--- src/rtl/countdown_timer.sv ---
// BCD mm:ss countdown driven by rising edges of a slow divider output.
// Load/start/pause control with a one-cycle done pulse and a level alarm.
module countdown_timer #(
   parameter logic [7:0] MAX_MIN  = 8'h99,
   parameter logic       TICK_RST = 1'b1
) (
   input  logic       clock,
   input  logic       reset,
   input  logic       tick_in,
   input  logic       load,
   input  logic       start,
   input  logic       pause,
   input  logic [7:0] load_min,
   input  logic [7:0] load_sec,
   output logic [7:0] min_bcd,
   output logic [7:0] sec_bcd,
   output logic       running,
   output logic       done,
   output logic       alarm
);

   typedef enum logic [1:0] {IDLE, RUN, PAUSED, DONE} state_t;

   state_t      state_q, state_d;
   logic [15:0] val_q, val_d;
   logic        tick_q;
   logic        done_q;
   logic        tick_rise, load_ok, val_zero;
   logic [15:0] val_dec;

   // One-second BCD decrement; caller guarantees the value is non-zero.
   function automatic logic [15:0] dec_bcd(input logic [15:0] v);
      logic [15:0] r;
      r = v;
      if (v[3:0] != 4'd0) r[3:0] = v[3:0] - 4'd1;
      else begin
         r[3:0] = 4'd9;
         if (v[7:4] != 4'd0) r[7:4] = v[7:4] - 4'd1;
         else begin
            r[7:4] = 4'd5;
            if (v[11:8] != 4'd0) r[11:8] = v[11:8] - 4'd1;
            else begin
               r[11:8]  = 4'd9;
               r[15:12] = v[15:12] - 4'd1;
            end
         end
      end
      return r;
   endfunction

   assign tick_rise = tick_in & ~tick_q;
   assign val_zero  = (val_q == 16'h0000);
   assign val_dec   = dec_bcd(val_q);
   assign load_ok   = (load_min[7:4] <= 4'd9) && (load_min[3:0] <= 4'd9) &&
                      (load_sec[7:4] <= 4'd5) && (load_sec[3:0] <= 4'd9) &&
                      (load_min <= MAX_MIN);

   always_ff @(posedge clock) begin
      if (!reset) begin
         state_q <= IDLE;
         val_q   <= 16'h0000;
         tick_q  <= TICK_RST;
         done_q  <= 1'b0;
      end else begin
         state_q <= state_d;
         val_q   <= val_d;
         tick_q  <= tick_in;
         done_q  <= (state_q == RUN) && (state_d == DONE);
      end
   end

   always_comb begin
      state_d = state_q;
      val_d   = val_q;
      if (load && load_ok) begin
         val_d   = {load_min, load_sec};
         state_d = IDLE;
      end else begin
         case (state_q)
            IDLE:    if (start && !val_zero) state_d = RUN;
            RUN: begin
               // A tick reaching zero beats a same-cycle pause.
               if (tick_rise) begin
                  val_d = val_dec;
                  if (val_dec == 16'h0000) state_d = DONE;
                  else if (pause)          state_d = PAUSED;
               end else if (pause) state_d = PAUSED;
            end
            PAUSED:  if (start) state_d = RUN;
            DONE:    if (start) state_d = IDLE;
            default: state_d = IDLE;
         endcase
      end
   end

   always_comb begin
      min_bcd = val_q[15:8];
      sec_bcd = val_q[7:0];
      running = (state_q == RUN);
      alarm   = (state_q == DONE);
      done    = done_q;
   end

endmodule
--- config.mk ---
export PLATFORM = sky130hd
export DESIGN_NAME = countdown_timer
export DESIGN_NICKNAME = d
export VERILOG_FILES = /design/src/rtl/countdown_timer.sv
export SDC_FILE = /design/constraint.sdc
export NUM_CORES = 1
export LEC_CHECK = 0
export ABC_AREA = 1
export CAP_MARGIN = 20
export CORE_MARGIN = 5
export CORE_UTILIZATION = 47
export CTS_CLUSTER_DIAMETER = 60
export DETAILED_ROUTE_END_ITERATION = 10
export GPL_ROUTABILITY_DRIVEN = 0
export PLACE_DENSITY_LB_ADDON = 0.15
export SLEW_MARGIN = 15
export SYNTH_ARGS = -nofsm -noshare
export SYNTH_HDL_FRONTEND = slang
export SYNTH_SLANG_ARGS = --single-unit
--- constraint.sdc ---
create_clock -name clock -period 2 [get_ports clock]
set_clock_uncertainty 0.15 [all_clocks]
set_input_delay 0.3 -clock clock [delete_from_list [all_inputs] [get_ports clock]]
set_output_delay 0.3 -clock clock [all_outputs]
set_load 0.05 [all_outputs]
### Yosys cells after proc, flatten, opt, wreduce, memory -nomap -nowiden

Index checks and enable logic that the tools add are counted.

| word-level totals | value |
|---|---|
| logic and storage cells | 53 |
| flip-flop bits (word level) | 20 |
| output and inout bits | 19 |

| cells by class | value |
|---|---|
| reduce and logical (&&, ||, !) cells | 17 |
| eq/ne operators | 4 |
| bitwise logic cells | 2 |
| $lt $le $gt $ge | 5 |
| muxes and demuxes | 17 |
| add/sub/neg operators | 4 |

Operators by type and width:

| kind | count |
|---|---|
| two-way mux 16 bit | 3 |
| zero test 16 bit | 2 |
| two-way mux 4 bit | 4 |
| subtractor 4 x 1 -> 4 bit, second input constant | 4 |
| two-way mux 2 bit | 7 |
| less-or-equal comparator 4 bit, second input constant | 3 |
| two-way mux 12 bit | 1 |
| nonzero test 4 bit | 3 |
| less-or-equal comparator 8 bit, second input constant | 1 |
| two-way mux 8 bit | 1 |
| case mux 2 bit (4 select lines) | 1 |
| logical AND 1 bit | 7 |
| equality test 2 bit, second input constant | 3 |
| less-or-equal comparator 4 x 3 -> 1 bit, second input constant | 1 |
| nonzero test 2 bit | 2 |
| equality test 2 x 1 -> 1 bit, second input constant | 1 |
| zero test 2 bit | 1 |
| AND reduction 2 bit | 1 |
| bitwise AND 1 bit | 1 |
| zero test 1 bit | 1 |
| NOT 1 bit | 1 |

### Logic depth before layout (Yosys ltp)

Gate-level depths: netlist (run 1).

| depth | value |
|---|---|
| depth after elaboration | 11 |
| mapped depth | 15 |

### Worst setup path before layout (run 1)

No wires, ideal clock.

| timing path | value |
|---|---|
| path kind | register to register |
| start point | reg val_q[12] |
| end point | reg done_q, in the netlist done |
| period minus slack after synthesis | 2.027 ns |
| stages on the path, launching flop included | 13 |
| setup slack | -0.027 ns |
| arrival time | 1.813 ns |
| buffers on the path | 0 |
| path through | dfxtp_1 > inv_1 > ha_1 > nand3_1 > nand2_1 > nand2_1 > nor2_2 > nand3_1 > nand2_1 > nand2_1 > nand2_1 > nand3_1 > nor2_1 |

| on the way | value |
|---|---|
| word-level cells in the longest chain between the ends | 11 |

Ends and longest elaborated chain:

| element | line | RTL |
|---|---|---|
| start: declaration | 25 | `logic [15:0] val_q, val_d;` |
| start signal: assignment | 66 | `val_q <= val_d;` |
| subtractor 4 x 1 -> 4 bit | 44 | `r[15:12] = v[15:12] - 4'd1;` |
| two-way mux 4 bit | 41 | `if (v[11:8] != 4'd0) r[11:8] = v[11:8] - 4'd1;` |
| two-way mux 8 bit | 38 | `if (v[7:4] != 4'd0) r[7:4] = v[7:4] - 4'd1;` |
| two-way mux 12 bit | 35 | `if (v[3:0] != 4'd0) r[3:0] = v[3:0] - 4'd1;` |
| zero test 16 bit | 85 | `if (val_dec == 16'h0000) state_d = DONE;` |
| two-way mux 2 bit | 85 |  |
| two-way mux 2 bit | 83 | `if (tick_rise) begin` |
| case mux 2 bit (4 select lines) (*) | 79 | `case (state_q)` |
| two-way mux 2 bit (*) | 75 | `if (load && load_ok) begin` |
| equality test 2 bit (*) | 68 | `done_q <= (state_q == RUN) && (state_d == DONE);` |
| logical AND 1 bit (*) | 68 |  |
| end signal: assignment | 68 |  |
| end: declaration | 27 | `logic done_q;` |

Every way passes the cells marked *; elsewhere a longest branch is shown, timed or not.
A chain may end at the register's enable or synchronous reset.

### Final worst setup path (run 1)

| timing path | value |
|---|---|
| start point | reg val_q[5] |
| end point | reg done_q, in the netlist done |

| on the way | value |
|---|---|
| word-level cells in the longest chain between the ends | 10 |

Ends and longest elaborated chain:

| element | line |
|---|---|
| subtractor 4 x 1 -> 4 bit or nonzero test 4 bit (tied branches) | 38 |
| two-way mux 4 bit or two-way mux 8 bit (tied branches) | 38 |
| two-way mux 12 bit | 35 |
| zero test 16 bit | 85 |
| two-way mux 2 bit | 85 |
| two-way mux 2 bit | 83 |
| case mux 2 bit (4 select lines) (*) | 79 |
| two-way mux 2 bit (*) | 75 |
| equality test 2 bit (*) | 68 |
| logical AND 1 bit (*) | 68 |

Marked as above.

==> reports/metrics.csv, run 1 <==
stage;metric;value;unit
grt;first-pass GRT wire length;6330;um
finish;nets@finish;308;
synth;Synth area leaders;dfxtp_1, nand2_1, inv_1, nand3_1, nor2_1;
sta;final hold viol count;0;
detailed_routing;total wire length;3890;um
synth;post-synthesis cell area;1390;um^2
grt;met2 global-route usage;0.306;
grt;largest net degree at the start of global routing;14;
grt;initial antenna violation count;0;
sta;Final WS setup;111;ps
sta;actual slew at the worst max-slew pin;502;ps
detailed_routing;DRC Markers;0;
floorplanning;Row Count;19;
sta;setup tns final;0;ps
power_and_ir_drop;leakage;1.06;nW
cts;CTS tree;yes;
synth;sequential area share after synthesis;0.289;
placed_design;Setup Slack @ Placement;-160;ps
cts;CTS buffer count;3;
placed_design;port buffer count;40;
detailed_routing;DR pass1 iterations;4;
grt;vias in the first global route;1452;
floorplanning;Die W;64.3;um
placed_design;placed cell count;308;
detailed_routing;Detailed Route Iter0 Violations;70;
synth;Ys Warns;0;
sta;period utilization;0.945;
cts;Reg clk slew, reported paths;110;ps
detailed_routing;Final ANT Viol Nets;0;
cts;clock latency on the worst-skew pair;310;ps
setup_path;critical path endpoint category;flip-flop;
setup_path;CP peak stage delay;370;ps
synth;area leader, netlist;dfxtp_1;
setup_path;slowest CP cell;dfxtp_1;
synth;Post-synth EDFFs;0;
grt;met1 Usage GRT;0.249;
run;max-cap violations;0;
power_and_ir_drop;VDD IR max;0.537;mV
grt;grt ovf;0;
synth;syn_nets;249;
finish;layout cell share with drive strength beyond 1;0.201;
cts;Clock Tree Root;clkbuf_4;
cts;Clock Tree Buf Depth;2;
setup_path;CP Launch Type;flip-flop;
cts;Sink Count;20;
sta;post-layout minimum cycle time;1890;ps
setup_path;CP Max Fanout;6;
finish;most common cell after layout, fill and taps aside;nand2_1;
setup_path;CP Class;reg2reg;
sta;max-slew violation count;0;
sta;highest clock rate;529;MHz
synth;Mapped Cells;225;
grt;GRT Max-Usage Layer;met2;
floorplanning;die area;4130;um^2
grt;met3 Use GR;0.0350;
synth;Post-synth ARST share;0;
synth;Synth cell types;30;
placed_design;post-DP HPWL;3060;um
power_and_ir_drop;Tot Pwr;0.00117;W
outcome;outcome;finished, final reports clean;
detailed_routing;wire per inst;12.4;um
placed_design;placed cell areas;1890;um^2
synth;flops & latches, synth;20;
setup_path;Data arrival, critical path;2000;ps
sta;slew margin rel.;0.665;
min_path;hold crit path type;reg2reg;
power_and_ir_drop;pwr/cell area;596;nW/um^2
cts;htree depth;1;
sta;# setup viols final;0;
synth;syn_area_per_cell;6.16;um^2
finish;# diodes;0;
grt;GRT Total Usage;0.189;
setup_path;Worst Path Required;2110;ps
finish;non-filler instance count after layout;314;
synth;Synth Flop Type;dfxtp_1;
detailed_routing;via count;1580;
finish;Fill cells;240;
cts;hold_buf cts;0;
finish;area growth from synthesis to layout;41.6;%
setup_path;crit-path cells;nor2_4, nand2_2, nor2_8, nand2_4, nand2_2, nand2_2, inv_2, nand2_2, nor2_2, nand3_1, nand2_1, nand2_1, nand2_1, nand2_1, nor2_1;
floorplanning;IO Count;41;
finish;most frequent cells in the layout;nand2_1, inv_1, buf_4;
synth;share of the synthesized area in the top cell type;0.289;
floorplanning;Core Box Area;2780;um^2
finish;post-route cell area;1960;um^2
setup_path;setup slack, reg-to-reg;110;ps
floorplanning;Initial Utilization;0.498;
floorplanning;Die Span Y;64.3;um
detailed_routing;DR vias/cell;5.03;
sta;unrepaired setup endpoints after global routing;true;
-- power breakdown --
part / switching, W / total, W / leakage (nW) / internal [W]
sequential: 0.0000214 / 0.000440 / 0.164 / 0.000419
clock: 0.000128 / 0.000239 / 0.0210 / 0.000111
combinational: 0.000301 / 0.000489 / 0.873 / 0.000188
-- critical path, delay by kind of cell, from the launching register on --
family                 cells  cell delay (ps)
buffers and inverters      1               50
AND/OR/NAND/NOR           14             1260
flip-flops                 1              370
-- sequential cells by signal, summed over array words and instances (netlist names) --
signal and count:
done 1, tick_q 1, val_q 16, state_q 2
-- area by class of cell --
cell class                 instances  area (um^2)  area share
timing repair buffer              56          495       0.253
tap                               31         38.8      0.0198
multi-input combinational        164          840       0.428
clock buffer                       4         36.3      0.0185
sequential                        20          404       0.206
inverter                          39          146      0.0747
-- stage by stage --
| step | hold WS (ps) | utilization |
|---|---|---|
| final | 366 | 0.705 |
| after global routing | 400 | 0.705 |
| after CTS | 368 | 0.691 |
| after detailed placement | 350 | 0.678 |
| after global placement | 348 | 0.678 |
| after floorplan | 246 | - |
-- final timing paths --
path | start | end | depth (start not counted)
hold reg to reg | val_q[12] | val_q[12] | 2
setup / recovery | val_q[5] | done | 15
setup reg to reg | val_q[5] | done | 15
hold / removal | val_q[12] | val_q[12] | 2
-- cells by family (layout without fill, tap and decap cells) --
group | count (synthesis) | in the layout | synth area share
AND/OR/NAND/NOR | 129 | 129 | 0.440
AO/OA/AOI/OAI | 33 | 33 | 0.141
adder cells (fa/ha/maj) | 2 | 2 | 0.0181
flip-flops | 20 | 20 | 0.289
buffers and inverters | 41 | 99 | 0.112
-- synthesized netlist by cell type (2+ instances only) --
library cell	n
nor2_1	19
nor2_2	3
inv_1	33
a31oi_1	8
nor2_4	4
nand2_2	4
clkinv_1	2
nand3b_1	2
a21oi_1	4
inv_2	4
ha_1	2
nor3_1	4
o21ai_0	12
nand2_4	3
o221ai_1	2
nand3_1	15
o21ai_1	2
dfxtp_1	20
nand2_1	71
-- metal layers --
metal | up-vias | wire (um)
met5 | - | 0
met4 | 0 | 94
met3 | 11 | 318
met2 | 58 | 1730
met1 | 680 | 1750
li1 | 831 | -
-- what timing repair did --
| action | in CTS | in global routing |
|---|---|---|
| buffers inserted | 0 | 2 |
| resized for setup | 0 | 8 |
| setup endpoints to repair | 0 | 7 |
(Power assumes the default switching activity.)
==> run 2: changes to the inputs <==
--- a/config.mk
+++ b/config.mk
@@ -11,7 +11,6 @@
 export CORE_UTILIZATION = 47
 export CTS_CLUSTER_DIAMETER = 60
 export DETAILED_ROUTE_END_ITERATION = 10
-export GPL_ROUTABILITY_DRIVEN = 0
 export PLACE_DENSITY_LB_ADDON = 0.15
 export SLEW_MARGIN = 15
 export SYNTH_ARGS = -nofsm -noshare
==> results of run 2 <==
No change in the layout: final DEF, timing and power equal those of run 1.
